==> config.mk <==
export PLATFORM = sky130hd
export DESIGN_NAME = kbd_event_log
export DESIGN_NICKNAME = d
export VERILOG_FILES = /design/src/rtl/kbd_event_log.sv
export SDC_FILE = /design/constraint.sdc
export NUM_CORES = 1
export LEC_CHECK = 0
export CAP_MARGIN = 40
export CORE_UTILIZATION = 55
export DETAILED_ROUTE_END_ITERATION = 12
export PLACE_DENSITY = 0.76
export RECOVER_POWER = 100
export SYNTH_ARGS = -nofsm -noshare
export SYNTH_HDL_FRONTEND = slang
export SYNTH_SLANG_ARGS = --single-unit
==> constraint.sdc <==
create_clock -name clk_100mhz -period 6.55 [get_ports clk_100mhz]
set_clock_uncertainty 0.1 [all_clocks]
set_input_delay 1.6375 -clock clk_100mhz [delete_from_list [all_inputs] [get_ports clk_100mhz]]
set_output_delay 1.6375 -clock clk_100mhz [all_outputs]
set_load 0.01 [all_outputs]
==> src/rtl/kbd_event_log.sv <==
// Keyboard event history ring: newest DEPTH events, accept/drop counters, age-indexed display read.
// Optional KBD_LOG_DEDUP_EN suppresses events equal to the newest stored entry and counts them in rpt_cnt.
module kbd_event_log #(
    parameter int WIDTH = 32,
    parameter int DEPTH = 8,
    parameter int CNT_W = 16
) (
    input  logic                         clk_100mhz,
    input  logic                         rst,
    input  logic                         in_valid,
    input  logic [WIDTH-1:0]             in_data,
    input  logic                         freeze,
    input  logic                         clear,
    input  logic [$clog2(DEPTH)-1:0]     view_idx,
    output logic [WIDTH-1:0]             view_data,
    output logic                         view_valid,
    output logic [$clog2(DEPTH+1)-1:0]   count,
    output logic [CNT_W-1:0]             total_cnt,
    output logic [CNT_W-1:0]             drop_cnt,
`ifdef KBD_LOG_DEDUP_EN
    output logic [CNT_W-1:0]             rpt_cnt,
`endif
    output logic                         new_event
);

    localparam int AW = $clog2(DEPTH);
    localparam int CW = $clog2(DEPTH+1);
    localparam logic [CW-1:0] FULL = CW'(DEPTH);

    logic [WIDTH-1:0] mem [DEPTH];
    logic [AW-1:0]    wr_ptr;
    logic [AW-1:0]    newest_ptr;
    logic [AW-1:0]    rd_ptr;
    logic             accept;
    logic             is_dup;
    logic             store;
    logic             rd_hit;

    function automatic logic [CNT_W-1:0] sat_inc(input logic [CNT_W-1:0] v);
        return (v == '1) ? v : v + 1'b1;
    endfunction

    assign accept     = in_valid & ~clear;
    assign newest_ptr = wr_ptr - 1'b1;
    assign rd_ptr     = newest_ptr - view_idx;
    assign rd_hit     = CW'(view_idx) < count;

`ifdef KBD_LOG_DEDUP_EN
    assign is_dup = (count != '0) && (in_data == mem[newest_ptr]);
`else
    assign is_dup = 1'b0;
`endif

    assign store = accept & ~freeze & ~is_dup;

    // Ring storage carries no reset; entries beyond count are masked on read.
    always_ff @(posedge clk_100mhz) begin
        if (store)
            mem[wr_ptr] <= in_data;
    end

    always_ff @(posedge clk_100mhz or posedge rst) begin
        if (rst) begin
            wr_ptr     <= '0;
            count      <= '0;
            total_cnt  <= '0;
            drop_cnt   <= '0;
            view_data  <= '0;
            view_valid <= 1'b0;
            new_event  <= 1'b0;
        end else begin
            new_event  <= store;
            view_valid <= rd_hit;
            view_data  <= rd_hit ? mem[rd_ptr] : '0;
            if (clear) begin
                wr_ptr    <= '0;
                count     <= '0;
                total_cnt <= '0;
                drop_cnt  <= '0;
            end else begin
                if (store) begin
                    wr_ptr    <= wr_ptr + 1'b1;
                    total_cnt <= sat_inc(total_cnt);
                    if (count != FULL)
                        count <= count + 1'b1;
                end
                if (accept && freeze)
                    drop_cnt <= sat_inc(drop_cnt);
            end
        end
    end

`ifdef KBD_LOG_DEDUP_EN
    always_ff @(posedge clk_100mhz or posedge rst) begin
        if (rst)
            rpt_cnt <= '0;
        else if (clear)
            rpt_cnt <= '0;
        else if (accept && !freeze && is_dup)
            rpt_cnt <= sat_inc(rpt_cnt);
    end
`endif

endmodule

# After elaboration in Yosys (flattened, before gate mapping)
# Memories as Yosys holds them, arrays and structs flattened.
# Index checks and enable logic that the tools add are counted.
# word_totals
regBits	73
ramBits	256
inputBits	40
output_inout_bits	70
memories	1
# mem_list
memory	depth	word_bits	rd	rd_ports_with_merged_regs	wr	line_no	source
mem	8	32	1	0	1	30	logic [WIDTH-1:0] mem [DEPTH];
# classes
add_sub_neg	6
magnitude_cmp	1
eq_ne	5
mux	14
n_bitwise	4
n_reduce_logical	7
# op_table
cell	count
16-bit two-way mux	6
16-bit by 1-bit adder with 16-bit output, second input constant	2
16-bit equality test, second input constant	2
32-bit two-way mux	1
4-bit two-way mux	3
3-bit two-way mux	2
2-bit AND reduction	3
2-bit nonzero test	3
4-bit by 1-bit adder with 4-bit output, second input constant	1
3-bit by 4-bit less-than comparator with 1-bit output	1
2-bit inequality test, second input constant	2
4-bit inequality test, second input constant	1
3-bit by 1-bit adder with 3-bit output, second input constant	1
3-bit by 1-bit subtractor with 3-bit output, second input constant	1
3-bit subtractor	1
1-bit bitwise AND	2
1-bit two-way mux	2
1-bit NOT	2
1-bit logical AND	1

# Longest topological paths before layout
# Gate-level depths: netlist (run 1).
# logic_depth
ltp_word	5
mapped_depth	8
ltp_nobuf	6

# Worst setup path before layout (run 1)
# Ideal clock, no wire load.
# synth_path
path_type	input to register
startpoint	input freeze
endpoint	memory mem[0][0], enable pin
setup_time_ns	0.461
arrival_time_ns	4.516
required_time_ns	5.989
path_slack_ns	1.473
stages	4
cell_sequence	nand2b_1 > clkbuf_1 > or3_1 > nor3_1
# synth_via
elab_chain_len	4
# synth_rtl
item	line_no	source
start: declaration	12	input logic freeze,
1-bit NOT	54	assign store = accept & ~freeze & ~is_dup;
1-bit bitwise AND	54	
1-bit two-way mux	58	if (store)
1-bit two-way mux (not written as such)	59	mem[wr_ptr] <= in_data;
end: declaration	30	
# No other way between the ends.

# Final worst setup path (run 1)
# layout_path
startpoint	input in_valid
endpoint	memory mem[0][10], enable pin
# layout_via
elab_chain_len	4
# layout_rtl
item	line_no	source
start: declaration	10	input logic in_valid,
1-bit bitwise AND	43	assign accept = in_valid & ~clear;
1-bit bitwise AND	54	
1-bit two-way mux	58	
1-bit two-way mux (not written as such)	59	
# No other way between the ends.

==> results of run 1 <==
final timing paths:
| check | from | endpoint | slack [ns] |
|---|---|---|---|
| worst max-delay path | in_valid | mem[0][10] | 1.46 |
| worst min-delay path | drop_cnt[9] | drop_cnt[9] | 0.46 |
| min in group asynchronous | rst | view_data[8] | 1.86 |
| worst min register to register | drop_cnt[9] | drop_cnt[9] | 0.46 |
| worst max register to register | wr_ptr[0] | mem[0][10] | 3.12 |
| max in group asynchronous | rst | view_data[30] | 3.18 |
stage by stage:
| stage | hold WS [ns] | utilization | total power [W] |
|---|---|---|---|
| after floorplan | 0.453 | - | 0.00259 |
| after global placement | 0.443 | 0.632 | 0.00274 |
| after detailed placement | 0.460 | 0.637 | 0.00276 |
| after global routing | 0.494 | 0.677 | 0.00458 |
| after CTS | 0.469 | 0.681 | 0.00450 |
| final | 0.457 | 0.677 | 0.00445 |
cell usage after synthesis (2+ instances only):
master,number,area [um2]
a21o_1,3,22.5
a21oi_1,60,300
a31oi_1,4,25.0
and3_1,3,18.8
and4_1,2,17.5
and4b_1,2,20.0
buf_2,12,60.1
clkbuf_1,19,71.3
dfrtp_1,73,1830
edfxtp_1,256,7690
ha_1,8,100
inv_1,11,41.3
mux2i_1,33,330
mux4_2,64,1440
nand2_1,19,71.3
nand2b_1,5,31.3
nand3_1,10,50.1
nand4_1,9,56.3
nor2_1,20,75.1
nor2b_1,2,12.5
nor3_1,6,30.0
nor4_1,5,31.3
o21ai_0,10,50.1
o31ai_1,7,52.6
o41ai_1,3,26.3
or3_1,7,43.8
or4_1,9,67.6
xnor2_1,9,78.8
xor2_1,3,26.3
final cells by class:
type | count | area [um2] | area share
repair buffers | 128 | 1260 | 0.0817
diodes | 2 | 5.00 | 0.000324
clock inverters | 8 | 53.8 | 0.00348
flip-flops and latches | 329 | 9510 | 0.615
multi-input cells | 324 | 3230 | 0.209
well taps | 313 | 392 | 0.0253
inverters | 12 | 46.3 | 0.00299
clock buffers | 53 | 952 | 0.0616
power by group through the flow:
| stage | clock (W) | combinational [W] | sequential (W) |
|---|---|---|---|
| after floorplan | 0 | 0.000229 | 0.00236 |
| after global placement | 0 | 0.000387 | 0.00235 |
| after detailed placement | 0 | 0.000406 | 0.00236 |
| after CTS | 0.00178 | 0.000411 | 0.00231 |
| after global routing | 0.00185 | 0.000420 | 0.00232 |
| final | 0.00174 | 0.000390 | 0.00231 |
sequential cells by signal, summed over array words and instances, names as in the netlist:
register,flops
mem,256
view_data,32
drop_cnt,16
total_cnt,16
count,4
wr_ptr,3
new_event,1
view_valid,1
kinds of logic after synthesis:
family | synth area share
buf+inv | 0.0148
fa+ha+maj | 0.00930
simple gates | 0.0496
xor+xnor | 0.00940
flops | 0.737
compound gates | 0.0419
mux | 0.138
routing by layer:
metal,up-vias,GRT usage,share of wire
li1,3072,-,-
met1,3725,0.317,0.41
met2,257,0.411,0.52
met3,40,0.0401,0.058
met4,2,0.0696,0.017
met5,-,0,0.00047
worst register-to-register path: cells and delay by family (launching register included):
family / cells / cell delay (ns)
DFF: 1 / 0.47
and+or+nand+nor: 2 / 0.63
buffers and inverters: 1 / 1.80
==> results.py, run 1 <==
metrics = {
    "placement": {
        "gp_congestion": 0.848,
        "placedCellCount": 1106,
        "place_area_um2": 14500,
        "port_buffers": 109,
        "place_ws_ns": 1.88,
        "hpwl_mm": 15.6,
    },
    "global_route": {
        "grt_use_total": 0.239,
        "grt_pass1_vias": 7334,
        "antenna_found_initial": 3,
        "grt_pass1_wl_mm": 42.4,
        "grt_max_degree": 48,
        "grt_overflow_total": 0,
    },
    "route": {
        "routed_wl_mm": 27.7,
        "dr.first_iter.drc_count": 617,
        "dr_total_vias": 7096,
        "vias_per_cell": 6.07,
        "drcViolationCount": 0,
        "ant_nets": 0,
        "wl_per_cell_um": 23.7,
        "drt_pass1_iterations": 4,
    },
    "cells_and_area": {
        "drive_gt1_frac": 0.152,
        "final_cells": 1169,
        "layout_common_cells": "256 x edfxtp_1, 105 x dlygate4sd3_1, 73 x dfrtp_1",
        "postLayoutCellArea_um2": 15500,
        "finalNetCount": 878,
        "area_growth_pct": 19.7,
        "final_common_cell": "edfxtp_1",
        "fillers": 1534,
    },
    "clocking": {
        "cts_buffers": 34,
        "clkLatencyLatePin_ns": 0.51,
        "post_cts_resized": 0,
        "clk_pin_slew_ns": 0.06,
        "clkSinkCount": 329,
        "cts_setup_buffers": 0,
        "clockBufferDepth": 3,
        "cts_tree": "done",
        "cts-hold-fix-buffers": 0,
        "cts_root_buffer": "clkbuf_16",
        "cts_max_level": 2,
    },
    "synth": {
        "synth-seq-area-share": 0.737,
        "syn_nets": 747,
        "synthCells": 698,
        "synth_edf_count": 256,
        "ys_warn_count": 0,
        "yosysUniqueCellTypes": 53,
        "ys_seq_elements": 329,
        "synth_flop_cell": "edfxtp_1",
        "syn-cell-area_um2": 12900,
        "async_flop_share": 0.222,
        "syn_area_per_cell_um2": 18.5,
    },
    "critical_path": {
        "endpoint_kind": "flip-flop",
        "cp_slowest_stage_delay_ns": 1.80,
        "crit_type": "in -> reg",
        "cp.buffers_inverters": 2,
        "cp_cell_sequence": "dlygate4sd3_1 -> nand2b_1 -> or3_1 -> nor3_1 -> clkbuf_1",
        "arrival_ns": 5.06,
        "cp-start-kind": "input pin",
        "cp_max_fo": 32,
        "crit_required_ns": 6.52,
        "crit_slowest_cell": "clkbuf_1",
        "path_depth": 5,
        "cp_top_family": "buffers and inverters",
        "rr_worst_depth": 3,
    },
    "sta": {
        "fin_crit_ns": 5.09,
        "rsz0062_at_grt": "false",
        "slew_headroom": -0.657,
        "setup_tns_ns": 0,
        "slew_violations": 217,
        "finalSetupViolCount": 0,
        "period_share": 0.776,
        "max_freq_mhz": 197,
        "worst_slew_pin_slew_ns": 2.49,
        "worst_slack_ns": 1.46,
        "hold_viol": 0,
    },
    "min_path": {
        "whs_path_depth": 1,
        "min_path_type": "reg -> reg",
    },
    "power_and_ir_drop": {
        "seqPwrFrac": 0.520,
        "p_switching_w": 0.000956,
        "p_sw_frac": 0.215,
        "leakagePower_nw": 5.51,
        "pwr-share-comb": 0.088,
        "peakVddDrop_mv": 0.216,
        "cell_internal_pwr_w": 0.00349,
        "clock_power_share": 0.392,
        "power_per_cell_area_nw_per_um2": 288,
    },
    "run": {
        "cap_violations": 9,
    },
    "die": {
        "fp.dieH_um": 155,
        "io_pins": 110,
        "rows": 55,
        "initial_core_util": 0.565,
        "die_area_um2": 24100,
        "die_w_um": 155,
        "core_area_um2": 22800,
    },
    "run_status": {
        "status": "complete, but fails checks",
        "violations": "capacitance limit, slew limit",
    },
}
Power figures use the tool's default switching activity.
==> inputs of run 2 (changes only) <==
==> constraint.sdc (replaced) <==
create_clock -name clk_100mhz -period 4.9 [get_ports clk_100mhz]
set_clock_uncertainty 0.1 [all_clocks]
set_input_delay 1.225 -clock clk_100mhz [delete_from_list [all_inputs] [get_ports clk_100mhz]]
set_output_delay 1.225 -clock clk_100mhz [all_outputs]
set_load 0.01 [all_outputs]
==> results.py, run 2 (synthesis results as in run 1) <==
metrics = {
    "die": {
        "die_area_um2": 24100,
        "rows": 55,
        "core_area_um2": 22800,
        "fp.dieH_um": 155,
        "io_pins": 110,
        "die_w_um": 155,
        "initial_core_util": 0.565,
    },
    "global_route": {
        "grt_pass1_wl_mm": 42.7,
        "grt_max_degree": 40,
        "grt_pass1_vias": 7370,
        "antenna_found_initial": 2,
        "grt_overflow_total": 0,
        "grt_use_total": 0.240,
    },
    "placement": {
        "gp_congestion": 0.870,
        "place_area_um2": 14500,
        "hpwl_mm": 15.8,
        "place_ws_ns": 0.662,
        "port_buffers": 109,
    },
    "min_path": {
        "min_path_type": "reg -> reg",
    },
    "sta": {
        "worst_slew_pin_slew_ns": 2.07,
        "period_share": 0.859,
        "slew_violations": 95,
        "holdWs_ns": 0.468,
        "worst_slack_ns": 0.691,
        "finalSetupViolCount": 0,
        "setup_tns_ns": 0,
        "rsz0062_at_grt": "false",
        "fin_crit_ns": 4.21,
        "max_freq_mhz": 238,
        "hold_viol": 0,
        "slew_headroom": -0.390,
    },
    "power_and_ir_drop": {
        "peakVddDrop_mv": 0.325,
        "leakagePower_nw": 5.52,
        "design_power_total_w": 0.00605,
        "power_per_cell_area_nw_per_um2": 390,
    },
    "route": {
        "top_layer_used": "met5",
        "dr.first_iter.drc_count": 540,
        "dr_total_vias": 7083,
        "drcViolationCount": 0,
        "wl_met2_mm": 13.7,
        "wl_per_cell_um": 22.9,
        "vias_per_cell": 6.04,
        "wl_met1_mm": 10.9,
        "drt_pass1_iterations": 5,
        "ant_nets": 0,
        "wl_met3_mm": 1.77,
        "routed_wl_mm": 26.9,
    },
    "run": {
        "cap_violations": 3,
    },
    "clocking": {
        "post_cts_resized": 0,
        "cts_root_buffer": "clkbuf_16",
        "clkSinkCount": 329,
        "clockBufferDepth": 3,
        "clkLatencyLatePin_ns": 0.52,
        "cts_buffers": 34,
        "clk_pin_slew_ns": 0.06,
        "cts_tree": "done",
        "cts_setup_buffers": 0,
        "cts-hold-fix-buffers": 0,
        "cts_max_level": 2,
    },
    "cells_and_area": {
        "drive_gt1_frac": 0.168,
        "largestRegisters": "mem (256), view_data (32)",
        "largest_reg_flops": 256,
        "final_common_cell": "edfxtp_1",
        "postLayoutCellArea_um2": 15500,
        "layout_common_cells": "256 x edfxtp_1, 106 x dlygate4sd3_1, 73 x dfrtp_1",
        "finalNetCount": 883,
        "area_growth_pct": 20.1,
        "fillers": 1546,
        "largest_register": "mem",
    },
    "critical_path": {
        "cp-start-kind": "input pin",
        "cp_max_fo": 24,
        "crit_type": "in -> reg",
        "arrival_ns": 4.46,
        "endpoint_kind": "flip-flop",
        "crit_required_ns": 5.15,
    },
    "run_status": {
        "status": "complete, but fails checks",
        "violations": "capacitance limit, slew limit",
    },
}
run 2: cell count changes in the layout (fill, tap and decap cells not counted), sizes merged, moves of 2 or more:
cell	previous run	this run
clkinvlp	1	3
clkbuf	59	56
bufinv	0	2
buf	13	10
clkinv	7	15
run 2: cell type report:
cell class	count	area (um2)	share of cell area
antenna	1	2.50	0.000161
sequential	329	9510	0.614
timing repair buffer	133	1240	0.0797
tap	313	392	0.0253
inverter	12	46.3	0.00299
clock buffer	42	912	0.0588
multi-input combinational	324	3250	0.210
clock inverter	19	148	0.00952
run 2: metal layers:
metal  track usage  vias to the layer above
met5             0                        -
met4        0.0733                        2
met3        0.0435                       48
met2         0.402                      285
met1         0.324                     3666
li1              -                     3082
run 2: per-stage QoR:
step	std cells	util
floorplan	698	-
global placement	1111	0.636
detailed placement	1111	0.636
CTS	1172	0.683
global route	1172	0.678
finish	1173	0.679
run 2: worst paths after layout:
check | from | to | slack (ns) | cells after the start
max | view_idx[0] | view_data[10] | 0.69 | 8
min | drop_cnt[9] | drop_cnt[9] | 0.47 | 1
max reg2reg | wr_ptr[0] | view_data[10] | 1.55 | 6
min reg2reg | drop_cnt[9] | drop_cnt[9] | 0.47 | 1
max in group asynchronous | rst | total_cnt[4] | 1.32 | 3
min in group asynchronous | rst | view_data[8] | 1.58 | 2
run 2: worst max-delay path, cell delays in order:
cell and delay [ns]:
dlygate4sd3_1 0.56, inv_1 0.08, ha_4 0.16, fa_1 1.32, buf_4 0.47, mux4_2 0.36
mux2i_1 0.19, a21oi_1 0.07
run 2: power by group:
part | switching [W] | total, W | internal, W
combinational | 0.000255 | 0.000512 | 0.000257
sequential | 0.0000276 | 0.00309 | 0.00306
clock | 0.00102 | 0.00245 | 0.00143
total | 0.00130 | 0.00605 | 0.00475
==> inputs of run 3 (changes only) <==
--- a/config.mk
+++ b/config.mk
@@ -5,7 +5,6 @@
 export SDC_FILE = /design/constraint.sdc
 export NUM_CORES = 1
 export LEC_CHECK = 0
-export CAP_MARGIN = 40
 export CORE_UTILIZATION = 55
 export DETAILED_ROUTE_END_ITERATION = 12
 export PLACE_DENSITY = 0.76
==> results of run 3 <==
Final layout, timing and power as in run 2 (identical DEF).
